--- config.mk ---
export PLATFORM = sky130hd
export DESIGN_NAME = ex_mem_wb_forward_unit
export DESIGN_NICKNAME = d
export VERILOG_FILES = /design/src/rtl/ex_mem_wb_forward_unit.sv
export SDC_FILE = /design/constraint.sdc
export NUM_CORES = 1
export LEC_CHECK = 0
export ABC_AREA = 1
export BUFFER_PORTS_ARGS = -buffer_cell sky130_fd_sc_hd__buf_4
export CORE_MARGIN = 3
export CORE_UTILIZATION = 44
export DETAILED_ROUTE_END_ITERATION = 12
export GPL_TIMING_DRIVEN = 1
export PLACE_DENSITY = 0.8
export SKIP_LAST_GASP = 1
export SLEW_MARGIN = 30
export SYNTH_ARGS = -nofsm -noshare
export SYNTH_HDL_FRONTEND = slang
export SYNTH_SLANG_ARGS = --single-unit
--- constraint.sdc ---
create_clock -name clk -period 4.08 [get_ports clk]
set_input_delay 0.816 -clock clk [delete_from_list [all_inputs] [get_ports clk]]
set_output_delay 0.816 -clock clk [all_outputs]
set_load 0.02 [all_outputs]
--- src/rtl/ex_mem_wb_forward_unit.sv ---
`default_nettype none
//------------------------------------------------------------------------------
// Module   : ex_mem_wb_forward_unit
// Brief    : EX/MEM and MEM/WB pipeline registers, EX operand forwarding select
//            and load-use hazard flag. Optional macro: LOAD_USE_DETECT_EN.
// Revision : 1.0 - initial release
//------------------------------------------------------------------------------
module ex_mem_wb_forward_unit #(
   parameter int DATA_W     = 32,
   parameter int REG_ADDR_W = 5
) (
   input  logic                  clk,
   input  logic                  rst,
   input  logic [REG_ADDR_W-1:0] if_id_rs,
   input  logic [REG_ADDR_W-1:0] if_id_rt,
   input  logic [REG_ADDR_W-1:0] id_ex_rs,
   input  logic [REG_ADDR_W-1:0] id_ex_rt,
   input  logic [REG_ADDR_W-1:0] id_ex_rd,
   input  logic                  id_ex_reg_write,
   input  logic                  id_ex_mem_read,
   input  logic                  id_ex_mem_write,
   input  logic                  id_ex_mem_to_reg,
   input  logic                  ex_bubble,
   input  logic [DATA_W-1:0]     ex_alu_result,
   input  logic [DATA_W-1:0]     ex_write_data,
   input  logic [DATA_W-1:0]     mem_read_data,
   output logic [1:0]            ForwardA,
   output logic [1:0]            ForwardB,
   output logic [DATA_W-1:0]     EX_MEM_alu_result,
   output logic [DATA_W-1:0]     EX_MEM_write_data,
   output logic [REG_ADDR_W-1:0] EX_MEM_rd,
   output logic                  EX_MEM_reg_write,
   output logic                  EX_MEM_mem_read,
   output logic                  EX_MEM_mem_write,
   output logic                  EX_MEM_mem_to_reg,
   output logic [DATA_W-1:0]     MEM_WB_read_data,
   output logic [REG_ADDR_W-1:0] MEM_WB_rd,
   output logic                  MEM_WB_reg_write,
   output logic                  hazard_stall
);

   localparam logic [1:0] FWD_REGFILE = 2'b00;
   localparam logic [1:0] FWD_EX_MEM  = 2'b10;
   localparam logic [1:0] FWD_MEM_WB  = 2'b01;

   logic [DATA_W-1:0]     ex_mem_alu_result_q, ex_mem_alu_result_d;
   logic [DATA_W-1:0]     ex_mem_write_data_q, ex_mem_write_data_d;
   logic [REG_ADDR_W-1:0] ex_mem_rd_q,         ex_mem_rd_d;
   logic                  ex_mem_reg_write_q,  ex_mem_reg_write_d;
   logic                  ex_mem_mem_read_q,   ex_mem_mem_read_d;
   logic                  ex_mem_mem_write_q,  ex_mem_mem_write_d;
   logic                  ex_mem_mem_to_reg_q, ex_mem_mem_to_reg_d;
   logic [DATA_W-1:0]     mem_wb_read_data_q,  mem_wb_read_data_d;
   logic [REG_ADDR_W-1:0] mem_wb_rd_q,         mem_wb_rd_d;
   logic                  mem_wb_reg_write_q,  mem_wb_reg_write_d;

   // A bubble squashes the whole EX/MEM entry; data fields are zeroed too.
   always_comb begin
      ex_mem_alu_result_d = ex_alu_result;
      ex_mem_write_data_d = ex_write_data;
      ex_mem_rd_d         = id_ex_rd;
      ex_mem_reg_write_d  = id_ex_reg_write;
      ex_mem_mem_read_d   = id_ex_mem_read;
      ex_mem_mem_write_d  = id_ex_mem_write;
      ex_mem_mem_to_reg_d = id_ex_mem_to_reg;
      if (ex_bubble) begin
         ex_mem_alu_result_d = '0;
         ex_mem_write_data_d = '0;
         ex_mem_rd_d         = '0;
         ex_mem_reg_write_d  = 1'b0;
         ex_mem_mem_read_d   = 1'b0;
         ex_mem_mem_write_d  = 1'b0;
         ex_mem_mem_to_reg_d = 1'b0;
      end
      mem_wb_read_data_d = ex_mem_mem_to_reg_q ? mem_read_data : ex_mem_alu_result_q;
      mem_wb_rd_d        = ex_mem_rd_q;
      mem_wb_reg_write_d = ex_mem_reg_write_q;
   end

   always_ff @(posedge clk or posedge rst) begin
      if (rst) begin
         ex_mem_alu_result_q <= '0;
         ex_mem_write_data_q <= '0;
         ex_mem_rd_q         <= '0;
         ex_mem_reg_write_q  <= 1'b0;
         ex_mem_mem_read_q   <= 1'b0;
         ex_mem_mem_write_q  <= 1'b0;
         ex_mem_mem_to_reg_q <= 1'b0;
         mem_wb_read_data_q  <= '0;
         mem_wb_rd_q         <= '0;
         mem_wb_reg_write_q  <= 1'b0;
      end else begin
         ex_mem_alu_result_q <= ex_mem_alu_result_d;
         ex_mem_write_data_q <= ex_mem_write_data_d;
         ex_mem_rd_q         <= ex_mem_rd_d;
         ex_mem_reg_write_q  <= ex_mem_reg_write_d;
         ex_mem_mem_read_q   <= ex_mem_mem_read_d;
         ex_mem_mem_write_q  <= ex_mem_mem_write_d;
         ex_mem_mem_to_reg_q <= ex_mem_mem_to_reg_d;
         mem_wb_read_data_q  <= mem_wb_read_data_d;
         mem_wb_rd_q         <= mem_wb_rd_d;
         mem_wb_reg_write_q  <= mem_wb_reg_write_d;
      end
   end

   logic ex_mem_can_fwd;
   logic mem_wb_can_fwd;

   // Loads in EX/MEM never forward; the newer EX/MEM producer beats MEM/WB.
   always_comb begin
      ex_mem_can_fwd = ex_mem_reg_write_q && !ex_mem_mem_read_q && (ex_mem_rd_q != '0);
      mem_wb_can_fwd = mem_wb_reg_write_q && (mem_wb_rd_q != '0);
      ForwardA = FWD_REGFILE;
      ForwardB = FWD_REGFILE;
      if (ex_mem_can_fwd && (ex_mem_rd_q == id_ex_rs))      ForwardA = FWD_EX_MEM;
      else if (mem_wb_can_fwd && (mem_wb_rd_q == id_ex_rs)) ForwardA = FWD_MEM_WB;
      if (ex_mem_can_fwd && (ex_mem_rd_q == id_ex_rt))      ForwardB = FWD_EX_MEM;
      else if (mem_wb_can_fwd && (mem_wb_rd_q == id_ex_rt)) ForwardB = FWD_MEM_WB;
   end

`ifdef LOAD_USE_DETECT_EN
   // Held low while in reset so the stall flag matches the empty pipeline.
   assign hazard_stall = !rst && id_ex_mem_read && (id_ex_rd != '0) &&
                         ((id_ex_rd == if_id_rs) || (id_ex_rd == if_id_rt));
`else
   logic unused_hazard_inputs;
   assign unused_hazard_inputs = ^{if_id_rs, if_id_rt};
   assign hazard_stall = 1'b0;
`endif

   assign EX_MEM_alu_result = ex_mem_alu_result_q;
   assign EX_MEM_write_data = ex_mem_write_data_q;
   assign EX_MEM_rd         = ex_mem_rd_q;
   assign EX_MEM_reg_write  = ex_mem_reg_write_q;
   assign EX_MEM_mem_read   = ex_mem_mem_read_q;
   assign EX_MEM_mem_write  = ex_mem_mem_write_q;
   assign EX_MEM_mem_to_reg = ex_mem_mem_to_reg_q;
   assign MEM_WB_read_data  = mem_wb_read_data_q;
   assign MEM_WB_rd         = mem_wb_rd_q;
   assign MEM_WB_reg_write  = mem_wb_reg_write_q;

endmodule
`default_nettype wire

# Yosys cells after proc, flatten, opt, wreduce, memory -nomap -nowiden
# Cells that the tools add are included.
# W data, S select, Z words.
dict set report word_totals {
  reg_bits 111
  input_bits 128
}
dict set report op_classes {
  eq_ne 4
  n_mux 12
  n_reduce_logical 10
}
# op count
set ops {}
lappend ops {{$mux W32} 3}
lappend ops {{$eq A5 B5 Y1} 4}
lappend ops {{$reduce_bool A5 Y1} 2}
lappend ops {{$logic_and A1 B1 Y1} 7}
lappend ops {{$mux W1} 6}
lappend ops {{$mux W5} 1}
lappend ops {{$mux W2} 2}
lappend ops {{$logic_not A1 Y1} 1}

# Logic depth before layout (Yosys ltp)
dict set report depth {
  depth_word 5
  ltp_mapped 7
}

# Least setup slack after synthesis
# OpenSTA, ideal clock, no wires.
dict set report synth_timing {
  path_type {input-to-output}
  start {in id_ex_rs[0]}
  end {out ForwardA[0]}
  t_arrival_ns 1.485
  required_ns 3.264
  setup_slack_ns 1.779
  cell_stages 7
  path_buffers 0
  cell_sequence {inv_1 nand2_1 nand2_1 nor2_1 nand3_1 nor2_2 nor2_1}
}
dict set report synth_via {
  elab_chain_cells 4
  word_cells_on_any_way 6
  classes_between {eq/ne (2); mux (2); reduce/logical (2)}
}
# item line_no
set synth_lines {}
lappend synth_lines {{from (decl)} 16} ;# input logic [REG_ADDR_W-1:0] id_ex_rs,
lappend synth_lines {{$eq A5 B5 Y1} 116} ;# else if (mem_wb_can_fwd && (mem_wb_rd_q == id_ex_rs)) ForwardA = FWD_MEM_WB;
lappend synth_lines {{$logic_and A1 B1 Y1} 116}
lappend synth_lines {{$mux W1} 116}
lappend synth_lines {{$mux W2 (*)} 115} ;# if (ex_mem_can_fwd && (ex_mem_rd_q == id_ex_rs)) ForwardA = FWD_EX_MEM;
lappend synth_lines {{to (decl)} 27} ;# output logic [1:0] ForwardA,
# Mark *: on every way between the ends. The rest lies on a longest branch, timed or not.

# Worst setup path in the final report
# Ends and elaborated chain as after synthesis.

==> flow_summary.json <==
{
  "status": "complete, no violations",
  "rsz0062_at_grt": "false",
  "synth_area_leaders": "dfrtp_1 (65%), mux2_4 (11%), inv_1 (7.6%), nor2_1 (7.6%), nand2_1 (3.1%)",
  "swShare": 0.2806,
  "fmax_mhz": 412.3,
  "syn2layout_area_growth_pct": 47.32,
  "crit_fanout": 3,
  "p_seq_frac": 0.533,
  "drv_slew": 0,
  "post_cts_buffers": 0,
  "path_delay_family": "simple AND/OR/NAND/NOR gates",
  "combPwrFrac": 0.191,
  "routedWlPerCell_um": 14.15,
  "wl_um": 10640,
  "clock_power_share": 0.276,
  "clock_latency_ns": 0.36,
  "ctsResizeCount": 0,
  "max_stage_delay_ns": 0.15,
  "yosys_warnings": 0,
  "startpoint_type": "input port",
  "synthCells": 385,
  "crit_required_ns": 3.26,
  "dieArea_um2": 10930,
  "ys_seq_elements": 111,
  "io_buffer_count": 232,
  "track_usage": 0.1961,
  "hold_ws_ns": 0.4427,
  "grt_pass1_wl_um": 17110,
  "root_buffer": "clkbuf_8",
  "drive_gt1_frac": 0.4639,
  "fin_setup_tns_ns": 0,
  "ant_nets": 0,
  "irDropWorstVdd_uv": 188.9,
  "cts_tree": "done",
  "vias": 3232,
  "p_per_area_nw_per_um2": 355.8,
  "intPower_mw": 1.611,
  "die_w_um": 104.5,
  "place_hpwl_um": 8221,
  "dp_slack_ns": 1.673,
  "synth_top_area_share": 0.6501,
  "cts_buffers": 9,
  "finalHoldViolations": 0,
  "fp.dieH_um": 104.5,
  "num-nets-final": 746,
  "cts_max_path_buffers": 2,
  "synth_cell_types": 18,
  "overflow": 0,
  "cts_hold_buf": 0,
  "drc": 0,
  "num_io_pins": 244,
  "drv_cap": 0,
  "cp_cell_sequence": "buf_4, inv_1, nand2_1, nand2_1, nor2_1, nand3_1, nor2_2, nor2_1, buf_4",
  "coreArea_um2": 9328,
  "worst_path_max_delay_cell": "buf_4",
  "grt_pass1_vias": 3491,
  "tightest_slew_ns": 0.7126,
  "clk_pin_slew_ns": 0.10,
  "rows": 35,
  "drtPass1Iterations": 4,
  "antenna_found_initial": 0,
  "place_congestion": 0.8461,
  "syn_area_um2": 4273,
  "start_util": 0.4581,
  "worst_slack_ns": 1.655,
  "yosysSeqAreaShare": 0.6501,
  "via_per_inst": 4.298,
  "post-route-period-util": 0.5945,
  "critPathCaptureType": "output port",
  "crit_arrival_ns": 1.61,
  "fin_skew_ns": 0.01386,
  "slew_headroom": 0.5249,
  "final_common_cell": "buf_4",
  "yosys.area.top_type": "dfrtp_1",
  "power_mw": 2.240,
  "nFillCells": 748,
  "worst-setup-path-type": "input port to output port",
  "post-route-min-period_ns": 2.425,
  "antenna_cells": 0,
  "htree_levels": 3,
  "syn_avg_cell_area_um2": 11.10,
  "hp-class": "flip-flop to flip-flop",
  "crit_buf_inv": 3,
  "drtIter0Drc": 109,
  "setup_viol": 0,
  "switchingPower_mw": 0.6284,
  "clock-sinks": 111,
  "synth_nets": 513,
  "final_cell_mix": "buf_4 (235), dfrtp_1 (110), inv_1 (86), nor2_1 (86), nand2_1 (35)",
  "grt_max_degree": 79,
  "power_leakage_nw": 3.669
}
-- power by group through the flow --
stage                     clock, mW  sequential (mW)  combinational [mW]
final                         0.618             1.19               0.429
after floorplan                   0             1.29               0.131
after global routing          0.688             1.20               0.463
after global placement            0             1.21               0.424
after CTS                     0.636             1.19               0.435
after detailed placement          0             1.22               0.434
-- synthesized netlist by cell type, drive strengths merged --
| cell type | instances |
|---|---|
| dfrtp | 111 |
| nand4 | 2 |
| buf | 13 |
| xnor2 | 5 |
| xor2 | 4 |
| inv | 89 |
| nand3 | 3 |
| nand2 | 35 |
| nand3b | 2 |
| conb | 1 |
| mux2 | 32 |
| nor2 | 88 |
-- worst paths after layout --
path / from / end / slack [ns] / depth (start not counted)
max in group asynchronous: rst / EX_MEM_alu_result[3]$_DFF_PP0_ / 2.80 / 3
hold reg to reg: EX_MEM_reg_write$_DFF_PP0_ / MEM_WB_reg_write$_DFF_PP0_ / 0.44 / 0
setup / recovery: id_ex_rs[0] / ForwardA[0] / 1.65 / 9
setup reg to reg: EX_MEM_mem_to_reg$_DFF_PP0_ / MEM_WB_read_data[0]$_DFF_PP0_ / 2.71 / 2
hold / removal: EX_MEM_reg_write$_DFF_PP0_ / MEM_WB_reg_write$_DFF_PP0_ / 0.44 / 0
min in group asynchronous: rst / EX_MEM_alu_result[25]$_DFF_PP0_ / 0.57 / 2
-- area by class of cell --
| class | instances | area (um2) | share of cell area |
|---|---|---|---|
| flip-flops and latches | 111 | 2779 | 0.4415 |
| clock inverters | 6 | 55.05 | 0.008746 |
| clock buffers | 10 | 127.6 | 0.02027 |
| repair buffers | 235 | 1764 | 0.2803 |
| inverters | 89 | 339.1 | 0.05387 |
| well taps | 129 | 161.4 | 0.02564 |
| multi-input cells | 172 | 1069 | 0.1697 |
-- kinds of logic after synthesis --
group,synth area share
xor+xnor,0.01845
buf+inv,0.09985
mux,0.1107
simple gates,0.1201
flops,0.6501
other cells,0.0008776
-- metal layers --
layer	track usage	wire length, um
met5	0	0
met4	0.06078	178
met3	0.05806	779
met2	0.3607	5778
met1	0.2167	3903
-- metrics by stage --
step / utilization / area, um2 / std cells
finish: 0.6748 / 6295 / 752
global route: 0.6748 / 6295 / 752
CTS: 0.6746 / 6292 / 752
detailed placement: 0.6550 / 6110 / 736
global placement: 0.6550 / 6110 / 736
floorplan: - / 4273 / 385
(Power assumes the default switching activity.)
